### src/rtl/archon_hazard_pkg.sv
// Shared types and helpers for the hazard override engine: FSM state codes,
// hazard level encodings, default weight and clog2.
package archon_hazard_pkg;

    typedef enum logic [1:0] {
        ST_NORM  = 2'b00,
        ST_STALL = 2'b01,
        ST_FLUSH = 2'b10,
        ST_CRIT  = 2'b11
    } hz_state_e;

    localparam logic [1:0] LVL_NONE  = 2'b00;
    localparam logic [1:0] LVL_STALL = 2'b01;
    localparam logic [1:0] LVL_FLUSH = 2'b10;
    localparam logic [1:0] LVL_CRIT  = 2'b11;

    function automatic int clog2(input int v);
        int r;
        r = 0;
        while ((1 << r) < v) r++;
        return r;
    endfunction

    // Mid-scale weight, so an unprogrammed table still scores every channel.
    function automatic int def_weight(input int ww);
        return 1 << (ww - 1);
    endfunction

endpackage

### src/rtl/archon_hazard_override_engine_if.sv
// Sample, weight-config, threshold and override signals of the engine.
// slave = engine side, master = the block driving samples and config.
interface archon_hazard_override_engine_if #(
    parameter int NUM_CH    = 5,
    parameter int MW        = 8,
    parameter int WW        = 4,
    parameter int NUM_MODES = 4,
    parameter int CNT_W     = 16
);
    localparam int MODEW = archon_hazard_pkg::clog2(NUM_MODES);
    localparam int CHW   = archon_hazard_pkg::clog2(NUM_CH);
    localparam int SW    = MW + WW + archon_hazard_pkg::clog2(NUM_CH);

    logic                   metric_valid;
    logic [NUM_CH*MW-1:0]   metrics_flat;
    logic                   anomaly_in;
    logic [MODEW-1:0]       mode;
    logic                   cfg_we;
    logic [MODEW-1:0]       cfg_mode;
    logic [CHW-1:0]         cfg_ch;
    logic [WW-1:0]          cfg_weight;
    logic [SW-1:0]          flush_thresh;
    logic [SW-1:0]          stall_thresh;
    logic [SW-1:0]          hyst;
    logic [SW-1:0]          score_out;
    logic                   score_valid;
    logic                   override_flush;
    logic                   override_stall;
    logic [1:0]             hazard_level;
    logic [CNT_W-1:0]       flush_events;

    modport slave (
        input  metric_valid, metrics_flat, anomaly_in, mode,
        input  cfg_we, cfg_mode, cfg_ch, cfg_weight,
        input  flush_thresh, stall_thresh, hyst,
        output score_out, score_valid, override_flush, override_stall,
        output hazard_level, flush_events
    );

    modport master (
        output metric_valid, metrics_flat, anomaly_in, mode,
        output cfg_we, cfg_mode, cfg_ch, cfg_weight,
        output flush_thresh, stall_thresh, hyst,
        input  score_out, score_valid, override_flush, override_stall,
        input  hazard_level, flush_events
    );

endinterface

### src/rtl/archon_weighted_score_pipe.sv
// Per-mode weight table plus the two-stage multiply/accumulate that turns a
// metric sample into an exact weighted hazard score.
module archon_weighted_score_pipe
    import archon_hazard_pkg::*;
#(
    parameter int NUM_CH    = 5,
    parameter int MW        = 8,
    parameter int WW        = 4,
    parameter int NUM_MODES = 4
) (
    input  logic                                  clk,
    input  logic                                  rst,
    input  logic                                  metric_valid,
    input  logic [NUM_CH*MW-1:0]                  metrics_flat,
    input  logic                                  anomaly_in,
    input  logic [clog2(NUM_MODES)-1:0]           mode,
    input  logic                                  cfg_we,
    input  logic [clog2(NUM_MODES)-1:0]           cfg_mode,
    input  logic [clog2(NUM_CH)-1:0]              cfg_ch,
    input  logic [WW-1:0]                         cfg_weight,
    output logic [MW+WW+clog2(NUM_CH)-1:0]        score,
    output logic                                  score_valid,
    output logic                                  anomaly
);
    localparam int PW     = MW + WW;
    localparam int SW     = MW + WW + clog2(NUM_CH);
    localparam int STAGES = 2;
    localparam logic [WW-1:0] DEF_W = WW'(def_weight(WW));

    logic [NUM_MODES-1:0][NUM_CH-1:0][WW-1:0] wtab;
    logic [NUM_CH-1:0][PW-1:0]                prod;
    logic [STAGES:1]                          vld_pipe;
    logic [STAGES:1]                          anom_pipe;
    logic [SW-1:0]                            sum;

    // Write lands at the edge, so a sample in the same cycle sees the old weight.
    always_ff @(posedge clk or posedge rst) begin
        if (rst) begin
            for (int m = 0; m < NUM_MODES; m++)
                for (int c = 0; c < NUM_CH; c++)
                    wtab[m][c] <= DEF_W;
        end else if (cfg_we && (int'(cfg_ch) < NUM_CH)) begin
            wtab[cfg_mode][cfg_ch] <= cfg_weight;
        end
    end

    always_ff @(posedge clk or posedge rst) begin
        if (rst) begin
            prod <= '0;
        end else if (metric_valid) begin
            for (int i = 0; i < NUM_CH; i++)
                prod[i] <= PW'(metrics_flat[i*MW +: MW]) * PW'(wtab[mode][i]);
        end
    end

    always_comb begin
        sum = '0;
        for (int i = 0; i < NUM_CH; i++)
            sum = sum + SW'(prod[i]);
    end

    always_ff @(posedge clk or posedge rst) begin
        if (rst) begin
            vld_pipe  <= '0;
            anom_pipe <= '0;
            score     <= '0;
        end else begin
            vld_pipe  <= {vld_pipe[1], metric_valid};
            anom_pipe <= {anom_pipe[1], metric_valid & anomaly_in};
            if (vld_pipe[1]) score <= sum;
        end
    end

    assign score_valid = vld_pipe[STAGES];
    assign anomaly     = anom_pipe[STAGES];

endmodule

### src/rtl/archon_hazard_override_engine.sv
// Hazard override engine: weighted score pipe feeding a NORM/STALL/FLUSH/CRIT
// override FSM with hysteresis, anomaly hold-off and a flush-entry counter.
module archon_hazard_override_engine
    import archon_hazard_pkg::*;
#(
    parameter int NUM_CH      = 5,
    parameter int MW          = 8,
    parameter int WW          = 4,
    parameter int NUM_MODES   = 4,
    parameter int HOLD_CYCLES = 8,
    parameter int CNT_W       = 16
) (
    input  logic                           clk,
    input  logic                           rst,
    archon_hazard_override_engine_if.slave bus
);
    localparam int SW = MW + WW + clog2(NUM_CH);
    localparam int HW = clog2(HOLD_CYCLES + 1);

    logic [SW-1:0]    score;
    logic             score_valid;
    logic             anomaly;
    hz_state_e        state, nxt;
    logic [HW-1:0]    hold_cnt, hold_nxt;
    logic             bump;
    logic             flush_r, stall_r;
    logic [1:0]       level_r, level_nxt;
    logic [CNT_W-1:0] events;
    logic [SW-1:0]    lo_flush, lo_stall;

    archon_weighted_score_pipe #(
        .NUM_CH    (NUM_CH),
        .MW        (MW),
        .WW        (WW),
        .NUM_MODES (NUM_MODES)
    ) u_pipe (
        .clk          (clk),
        .rst          (rst),
        .metric_valid (bus.metric_valid),
        .metrics_flat (bus.metrics_flat),
        .anomaly_in   (bus.anomaly_in),
        .mode         (bus.mode),
        .cfg_we       (bus.cfg_we),
        .cfg_mode     (bus.cfg_mode),
        .cfg_ch       (bus.cfg_ch),
        .cfg_weight   (bus.cfg_weight),
        .score        (score),
        .score_valid  (score_valid),
        .anomaly      (anomaly)
    );

    function automatic logic [SW-1:0] lo(input logic [SW-1:0] t, input logic [SW-1:0] h);
        return (t > h) ? t - h : '0;
    endfunction

    assign lo_flush = lo(bus.flush_thresh, bus.hyst);
    assign lo_stall = lo(bus.stall_thresh, bus.hyst);

    always_comb begin
        nxt      = state;
        hold_nxt = hold_cnt;
        bump     = 1'b0;
        if (state == ST_CRIT) begin
            // Countdown runs every clock; only a fresh anomaly can interrupt it.
            if (score_valid && anomaly) begin
                hold_nxt = HW'(HOLD_CYCLES);
                bump     = 1'b1;
            end else if (hold_cnt == HW'(1)) begin
                nxt      = ST_NORM;
                hold_nxt = '0;
            end else begin
                hold_nxt = hold_cnt - HW'(1);
            end
        end else if (score_valid) begin
            if (anomaly) begin
                nxt      = ST_CRIT;
                hold_nxt = HW'(HOLD_CYCLES);
            end else begin
                unique case (state)
                    ST_NORM:
                        if (score > bus.flush_thresh)      nxt = ST_FLUSH;
                        else if (score > bus.stall_thresh) nxt = ST_STALL;
                    ST_STALL:
                        if (score > bus.flush_thresh)      nxt = ST_FLUSH;
                        else if (score < lo_stall)         nxt = ST_NORM;
                    ST_FLUSH:
                        if (score < lo_flush)
                            nxt = (score > bus.stall_thresh) ? ST_STALL : ST_NORM;
                    default: ;
                endcase
            end
            bump = (nxt == ST_FLUSH || nxt == ST_CRIT) && (state != ST_FLUSH);
        end
    end

    always_comb begin
        level_nxt = LVL_NONE;
        unique case (nxt)
            ST_NORM:  level_nxt = LVL_NONE;
            ST_STALL: level_nxt = LVL_STALL;
            ST_FLUSH: level_nxt = LVL_FLUSH;
            ST_CRIT:  level_nxt = LVL_CRIT;
            default:  level_nxt = LVL_NONE;
        endcase
    end

    always_ff @(posedge clk or posedge rst) begin
        if (rst) begin
            state    <= ST_NORM;
            hold_cnt <= '0;
            flush_r  <= 1'b0;
            stall_r  <= 1'b0;
            level_r  <= LVL_NONE;
            events   <= '0;
        end else begin
            state    <= nxt;
            hold_cnt <= hold_nxt;
            flush_r  <= (nxt == ST_FLUSH) || (nxt == ST_CRIT);
            stall_r  <= (nxt == ST_STALL);
            level_r  <= level_nxt;
            if (bump && !(&events)) events <= events + CNT_W'(1);
        end
    end

    assign bus.score_out      = score;
    assign bus.score_valid    = score_valid;
    assign bus.override_flush = flush_r;
    assign bus.override_stall = stall_r;
    assign bus.hazard_level   = level_r;
    assign bus.flush_events   = events;

endmodule

### src/flat_wrapper.sv
// flat-port wrapper written by rule: the top's interface ports become plain ports
module archon_hazard_override_engine_flat import archon_hazard_pkg::*;
#(
    parameter int NUM_CH      = 5,
    parameter int MW          = 8,
    parameter int WW          = 4,
    parameter int NUM_MODES   = 4,
    parameter int HOLD_CYCLES = 8,
    parameter int CNT_W       = 16
)
  (clk, rst, bus_metric_valid, bus_metrics_flat, bus_anomaly_in, bus_mode, bus_cfg_we, bus_cfg_mode, bus_cfg_ch, bus_cfg_weight, bus_flush_thresh, bus_stall_thresh, bus_hyst, bus_score_out, bus_score_valid, bus_override_flush, bus_override_stall, bus_hazard_level, bus_flush_events);
  archon_hazard_override_engine_if #(.NUM_CH(NUM_CH), .MW(MW), .WW(WW), .NUM_MODES(NUM_MODES), .CNT_W(CNT_W)) bus_i ();
  input  logic clk;
  input  logic rst;
  input wire logic [$bits(bus_i.metric_valid)-1:0] bus_metric_valid;
  input wire logic [$bits(bus_i.metrics_flat)-1:0] bus_metrics_flat;
  input wire logic [$bits(bus_i.anomaly_in)-1:0] bus_anomaly_in;
  input wire logic [$bits(bus_i.mode)-1:0] bus_mode;
  input wire logic [$bits(bus_i.cfg_we)-1:0] bus_cfg_we;
  input wire logic [$bits(bus_i.cfg_mode)-1:0] bus_cfg_mode;
  input wire logic [$bits(bus_i.cfg_ch)-1:0] bus_cfg_ch;
  input wire logic [$bits(bus_i.cfg_weight)-1:0] bus_cfg_weight;
  input wire logic [$bits(bus_i.flush_thresh)-1:0] bus_flush_thresh;
  input wire logic [$bits(bus_i.stall_thresh)-1:0] bus_stall_thresh;
  input wire logic [$bits(bus_i.hyst)-1:0] bus_hyst;
  output wire logic [$bits(bus_i.score_out)-1:0] bus_score_out;
  output wire logic [$bits(bus_i.score_valid)-1:0] bus_score_valid;
  output wire logic [$bits(bus_i.override_flush)-1:0] bus_override_flush;
  output wire logic [$bits(bus_i.override_stall)-1:0] bus_override_stall;
  output wire logic [$bits(bus_i.hazard_level)-1:0] bus_hazard_level;
  output wire logic [$bits(bus_i.flush_events)-1:0] bus_flush_events;
  assign bus_i.metric_valid = bus_metric_valid;
  assign bus_i.metrics_flat = bus_metrics_flat;
  assign bus_i.anomaly_in = bus_anomaly_in;
  assign bus_i.mode = bus_mode;
  assign bus_i.cfg_we = bus_cfg_we;
  assign bus_i.cfg_mode = bus_cfg_mode;
  assign bus_i.cfg_ch = bus_cfg_ch;
  assign bus_i.cfg_weight = bus_cfg_weight;
  assign bus_i.flush_thresh = bus_flush_thresh;
  assign bus_i.stall_thresh = bus_stall_thresh;
  assign bus_i.hyst = bus_hyst;
  assign bus_score_out = bus_i.score_out;
  assign bus_score_valid = bus_i.score_valid;
  assign bus_override_flush = bus_i.override_flush;
  assign bus_override_stall = bus_i.override_stall;
  assign bus_hazard_level = bus_i.hazard_level;
  assign bus_flush_events = bus_i.flush_events;
  archon_hazard_override_engine #(.NUM_CH(NUM_CH), .MW(MW), .WW(WW), .NUM_MODES(NUM_MODES), .HOLD_CYCLES(HOLD_CYCLES), .CNT_W(CNT_W)) u_core (.clk(clk), .rst(rst), .bus(bus_i));
endmodule
### config.mk
export PLATFORM = sky130hd
export DESIGN_NAME = archon_hazard_override_engine_flat
export DESIGN_NICKNAME = d
export VERILOG_FILES = /design/src/rtl/archon_hazard_pkg.sv /design/src/rtl/archon_hazard_override_engine_if.sv /design/src/rtl/archon_weighted_score_pipe.sv /design/src/rtl/archon_hazard_override_engine.sv /design/src/flat_wrapper.sv
export SDC_FILE = /design/constraint.sdc
export NUM_CORES = 1
export LEC_CHECK = 0
export CORE_MARGIN = 3
export CORE_UTILIZATION = 54
export DETAILED_ROUTE_END_ITERATION = 7
export GPL_TIMING_DRIVEN = 0
export PLACE_DENSITY = 0.78
export SYNTH_ARGS = -nofsm -noshare
export SYNTH_HDL_FRONTEND = slang
export SYNTH_SLANG_ARGS = --single-unit
### constraint.sdc
create_clock -name clk -period 5.6 [get_ports clk]
set_input_delay 1.12 -clock clk [delete_from_list [all_inputs] [get_ports clk]]
set_output_delay 1.12 -clock clk [all_outputs]
set_load 0.02 [all_outputs]
# Word-level counts from Yosys, hierarchy flattened
# Cells that the tools add are included.
# W data, S select, Z words.
[totals]
register_bits = 185
latch_bits = 0
mem_bits_rw = 0
rom_bits = 0
in_bits = 101
out_inout_bits = 36
elab_cells = 117
memories = 0
[op_classes]
n_addsub = 8
n_mul = 5
n_div = 0
magnitude_cmp = 12
n_eq_ne = 10
shift = 0
muxes = 32
bitwise = 1
n_reduce_logical = 15
[op_table]
columns = ["operator", "count"]
rows = [
  ["$bwmux W80", 1],
  ["$gt A15 B15 Y1", 4],
  ["$mul A8 B4 Y12", 5],
  ["$bmux W20 S2", 1],
  ["$demux W20 S2", 1],
  ["$mux W20", 2],
  ["$lt A15 B15 Y1", 2],
  ["$mux W15", 2],
  ["$sub A15 B15 Y15", 2],
  ["$mux W2", 12],
  ["$mux W4", 6],
  ["$add A16 B1 Y16 const B", 1],
  ["$reduce_and A16 Y1", 1],
  ["$add A14 B12 Y15", 1],
  ["$add A15 B12 Y15", 1],
  ["$add A13 B12 Y14", 1],
  ["$add A12 B12 Y13", 1],
  ["$demux W4 S3", 1],
  ["$eq A2 B2 Y1 const B", 6],
  ["$pmux W2 S4", 1],
  ["$logic_and A1 B1 Y1", 6],
  ["$lt A2 B3 Y1 const B", 2],
  ["$pmux W2 S3", 1],
  ["$eq A2 B1 Y1 const B", 2],
  ["14 further kinds", 20],
]

# Logic depth before layout (Yosys ltp)
# Gate-level depths: netlist of the first run.
[logic_depth]
word_depth = 15
ltp_mapped = 19
mapped_depth_nobuf = 19

# Hierarchy
# Synthesis of the first run repeated with hierarchy kept, for this count alone.
[unflattened]
hier_cells = 1787
area_unflattened_um2 = 16881.2
[by_module_without_submodules]
columns = ["mod", "n_inst", "cells_each", "area_per_inst_um2", "seq_area_each_um2"]
rows = [
  ["archon_weighted_score_pipe", 1, 1284, 12881.1, 4003.8],
  ["archon_hazard_override_engine", 1, 503, 4000.1, 600.6],
]

# Least setup slack after synthesis of the first run
# OpenSTA, ideal clock, no wires.
[synth_path]
path_kind = "input to register"
startpoint = "input port bus_mode[0]"
endpoint = "register u_core.u_pipe.prod[34] (netlist name)"
setup_time_ns = 0.131
t_arrival_ns = 4.913
required_time_ns = 5.469
slack_ns = 0.555
path_stages = 14
path_buffers = 1
path_cell_list = "clkbuf_1 mux4_2 nand2_1 fa_1 fa_1 inv_1 fa_1 a21oi_1 o21bai_1 a21o_1 a21o_1 a21oi_1 nor3_1 or3_1"
[synth_between]
elab_chain_cells = 3
[synth_lines]
columns = ["element", "line_no", "rtl"]
rows = [
  ["start: declaration", "flat_wrapper.sv:18", "input wire logic [$bits(bus_i.mode)-1:0] bus_mode;"],
  ["$bmux W20 S2", "archon_weighted_score_pipe.sv:52", "prod[i] <= PW'(metrics_flat[i*MW +: MW]) * PW'(wtab[mode][i]);"],
  ["$mux W20", "--", ""],
  ["$mul A8 B4 Y12", "archon_weighted_score_pipe.sv:52", ""],
  ["end signal: indexed assignment", "archon_weighted_score_pipe.sv:52", ""],
  ["end: declaration", "archon_weighted_score_pipe.sv:31", "logic [NUM_CH-1:0][PW-1:0] prod;"],
]
# No other way between the ends. The select of a mux whose other input is x is not followed.
# A chain may end at the register's enable or synchronous reset.

# Worst setup path in the final report of the first run
[layout_path]
startpoint = "input port bus_mode[1]"
endpoint = "register u_core.u_pipe.prod[34] (netlist name)"
# Same word-level chain as after synthesis.

==> results of run 1 <==
[stage by stage]
step / utilization / worst slack [ns] / cells / cell area [µm²] / total power (W)
after CTS: 0.645 / 0.119 / 2156 / 18800 / 0.00975
after global placement: 0.619 / -0.550 / 2118 / 18100 / 0.00810
after global routing: 0.645 / 0.0355 / 2156 / 18800 / 0.0106
final: 0.645 / 0.275 / 2156 / 18800 / 0.00974
after detailed placement: 0.623 / -0.669 / 2124 / 18200 / 0.00838
after floorplan: - / 0.555 / 1603 / 16300 / 0.00682
[layout make-up]
class	instances	area (µm²)	share of cell area
well taps	384	480	0.0255
clock buffers	17	425	0.0226
plain buffers	32	143	0.00758
multi-input cells	1233	10900	0.582
clock inverters	15	208	0.0110
flip-flops and latches	183	4600	0.245
inverters	155	586	0.0311
repair buffers	137	1430	0.0760
[per-layer routing]
metal / track usage / up-vias / share of wire
met2: 0.426 / 348 / 0.50
met1: 0.306 / 6281 / 0.42
li1: - / 5944 / -
met4: 0.102 / 0 / 0.039
met3: 0.0418 / 87 / 0.043
met5: 0 / - / 0
[path summary, 6_finish.rpt]
kind                                                         to                                 start  depth (start not counted)  slack (ns)
setup / recovery             u_core.u_pipe.prod[34]$_DFFE_PP0P_                           bus_mode[1]                         16        0.28
hold / removal             u_core.u_pipe.anom_pipe[2]$_DFF_PP0_  u_core.u_pipe.anom_pipe[1]$_DFF_PP0_                          0        0.36
setup reg to reg            u_core.u_pipe.score[13]$_DFFE_PP0P_     u_core.u_pipe.prod[1]$_DFFE_PP0P_                         15        1.33
hold reg to reg            u_core.u_pipe.anom_pipe[2]$_DFF_PP0_  u_core.u_pipe.anom_pipe[1]$_DFF_PP0_                          0        0.36
max in group asynchronous    u_core.u_pipe.wtab[31]$_DFFE_PP1P_                                   rst                          4        3.68
min in group asynchronous    u_core.u_pipe.prod[48]$_DFFE_PP0P_                                   rst                          2        1.10
[power groups by stage]
stage / logic, W / clock network [W] / registers, W
2_1_floorplan: 0.00469 / 0 / 0.00212
3_3_place_gp: 0.00593 / 0 / 0.00216
3_5_place_dp: 0.00620 / 0 / 0.00218
4_1_cts: 0.00631 / 0.00128 / 0.00216
5_1_grt: 0.00708 / 0.00134 / 0.00221
6_report: 0.00631 / 0.00126 / 0.00216
[sequential cells by signal, summed over array words and instances, names as in the netlist]
name                       flops
u_core.u_pipe.wtab            80
u_core.u_pipe.prod            60
u_core.bus.override_flush      1
u_core.state                   2
u_core.u_pipe.score           15
u_core.bus.flush_events       16
u_core.bus.override_stall      1
u_core.hold_cnt                4
u_core.u_pipe.anom_pipe        2
u_core.u_pipe.vld_pipe         2
[synth_stat cells, drive strengths merged (10+ instances only)]
cell type	number
a21oi	80
mux2	130
fa	97
nor2	56
o21a	16
nand4	13
buf	12
nand3	30
inv	154
dfrtp	163
a21o	38
xor2	25
and2	72
a211oi	18
o21bai	16
nor3	30
dfstp	20
clkbuf	20
o211ai	10
nand2	175
ha	187
a31oi	13
o21ai	41
xnor2	40
mux4	20
[repair_timing]
action	in CTS	in global routing
setup endpoints to repair	6	1
gates resized for setup	1	2
hold endpoints to repair	0	0
[worst reg2reg max path, cell delays in order (launching register included)]
cell and delay, ns:
dfrtp_1 0.41, fa_1 0.55, fa_1 0.52, inv_1 0.05
fa_1 0.43, inv_1 0.07, ha_1 0.18, inv_1 0.06
fa_1 0.39, nor2b_1 0.20, o31a_1 0.20, o211ai_1 0.12
a21oi_1 0.22, nor3_1 0.10, or4b_2 0.61, nand3_1 0.08
[logic make-up (layout without fill, tap and decap cells)]
kind of cell | after synthesis | in the layout | share of synthesized area
and+or+nand+nor | 458 | 458 | 0.142
AOI/OAI and AO/OA | 270 | 270 | 0.112
xor gates and xnor gates | 65 | 65 | 0.0350
DFF | 183 | 183 | 0.283
muxes | 156 | 156 | 0.121
adders and majority gates | 284 | 284 | 0.263
buffers and inverters | 187 | 356 | 0.0441
==> impl_results.md, run 1 <==
* Status: completed
* Gr ovfl total at 0
* Crit path max fanout at 10
* Final ANT Viol Nets at 0
* Hold Buf Count CTS at 0
* Die area at 0.0322 mm²
* CP delay by family, top: adder cells
* # IOs at 137
* Final nets at 2144
* Power per cell area at 517 mW/mm²
* Final Cycle Share at 0.951
* Diode count at 0
* Core area at 0.0292 mm²
* Pleak at 9.09 nW
* Net Sw Frac at 0.447
* Pint at 0.00538 W
* CTS tree: yes
* CP bufs+invs at 4
* First-pass GRT wire length at 65600 µm
* Die Width at 180 µm
* EDFF count, synth at 0
* Vias in the first global route at 13400
* Largest net degree at the start of global routing at 32
* Synthesized area at 0.0163 mm²
* Fin crit period at 5.32 ns
* Initial DRC Count at 766
* Clk pwr share at 0.130
* Dominant cells by area after synthesis: dfrtp_1 25%, ha_1 14%, fa_1 12%
* Final hold slack at 0.358 ns
* Vias/cell at 5.87
* DR pass1 iterations at 5
* Clock-pin slew on the worst setup and hold paths at 0.08 ns
* Final max-slew violation count at 0
* Worst skew pair latency at 0.45 ns
* Drc violations at 0
* CP most frequent cell: fa_1
* Number of antenna violations at the first check in global routing at 0
* Cell variety after synth at 77
* CP endpoint kind: register
* Post-synth ARST share at 1.00
* Area Overhead vs Synth at 15.7%
* Initial Utilization at 0.558
* Most frequent cells in the layout: 187 x ha_1, 175 x nand2_1, 163 x dfrtp_1
* Drt wl/cell at 18.1 µm
* Slew margin rel. at 0.375
* Postcts setup bufs at 0
* Avg Cell Area, Syn at 10.1 µm²
* Final Hold Viols at 0
* Warnings from Yosys at 0
* Reg power frac at 0.222
* CTS root buffer: clkbuf_16
* TritonCTS Sinks at 183
* Unrepaired setup endpoints after global routing: no
* Crit path DAT at 5.65 ns
* Worst Clk Skew at 0.0186 ns
* Row cnt at 62
* Ys flop type: dfrtp_1
* Sequential area share after synthesis at 0.283
* Worst path cell trace: clkdlybuf4s50_1 > clkbuf_4 > clkbuf_4 > mux4_2 > nand2_1 > fa_1 > fa_1 > inv_1 > fa_1 > a21oi_1 > o21bai_1 > a21o_1 > a21o_1 > a21oi_1 > nor3_1 > or3_1
* Synth area leader: dfrtp_1
* Via count at 12700
* FMAX at 188 MHz
* Peak supply drop at 0.651 mV
* Combinational Power Share at 0.648
* Final setup vio count at 0
* TritonCTS Buffers at 17
* Worst stage delay on the critical path at 0.56 ns
* Die height at 180 µm
* Bufs on Longest Clock Path at 2
* Share of cells above drive strength 1 at 0.134
* WL final at 39000 µm
* # fillers at 2304
* Hpwl dp at 31600 µm
* Net Sw Power at 0.00435 W
* Syn Nets at 1988
* Worst slew pin tran at 0.929 ns
* Crit Path Class: input port to register
* Yosys reg bits at 183
* Worst hold path type: register to register
* CP Launch Type: input port
* Setup TNS at 0 ns
* Max Cap Viol at 0
* GPL Wtd Cong at 0.957
* Syn Inst Count at 1603
* Worst path slowest cell: clkdlybuf4s50_1
* Overall Global Routing Usage at 0.246
* Most common cell after layout, fill and taps aside: ha_1
* WP data required at 5.92 ns
* Top-area cell type share of the netlist area at 0.251
* Port bufs at 131
* H-Tree Depth at 4
Note: power is estimated with default switching activity, not from simulation.
==> run 2, diff against run 1 <==
- ABC_AREA: not set -> 0
==> results of run 2 <==
No change in the layout: final DEF, timing and power equal those of run 1.
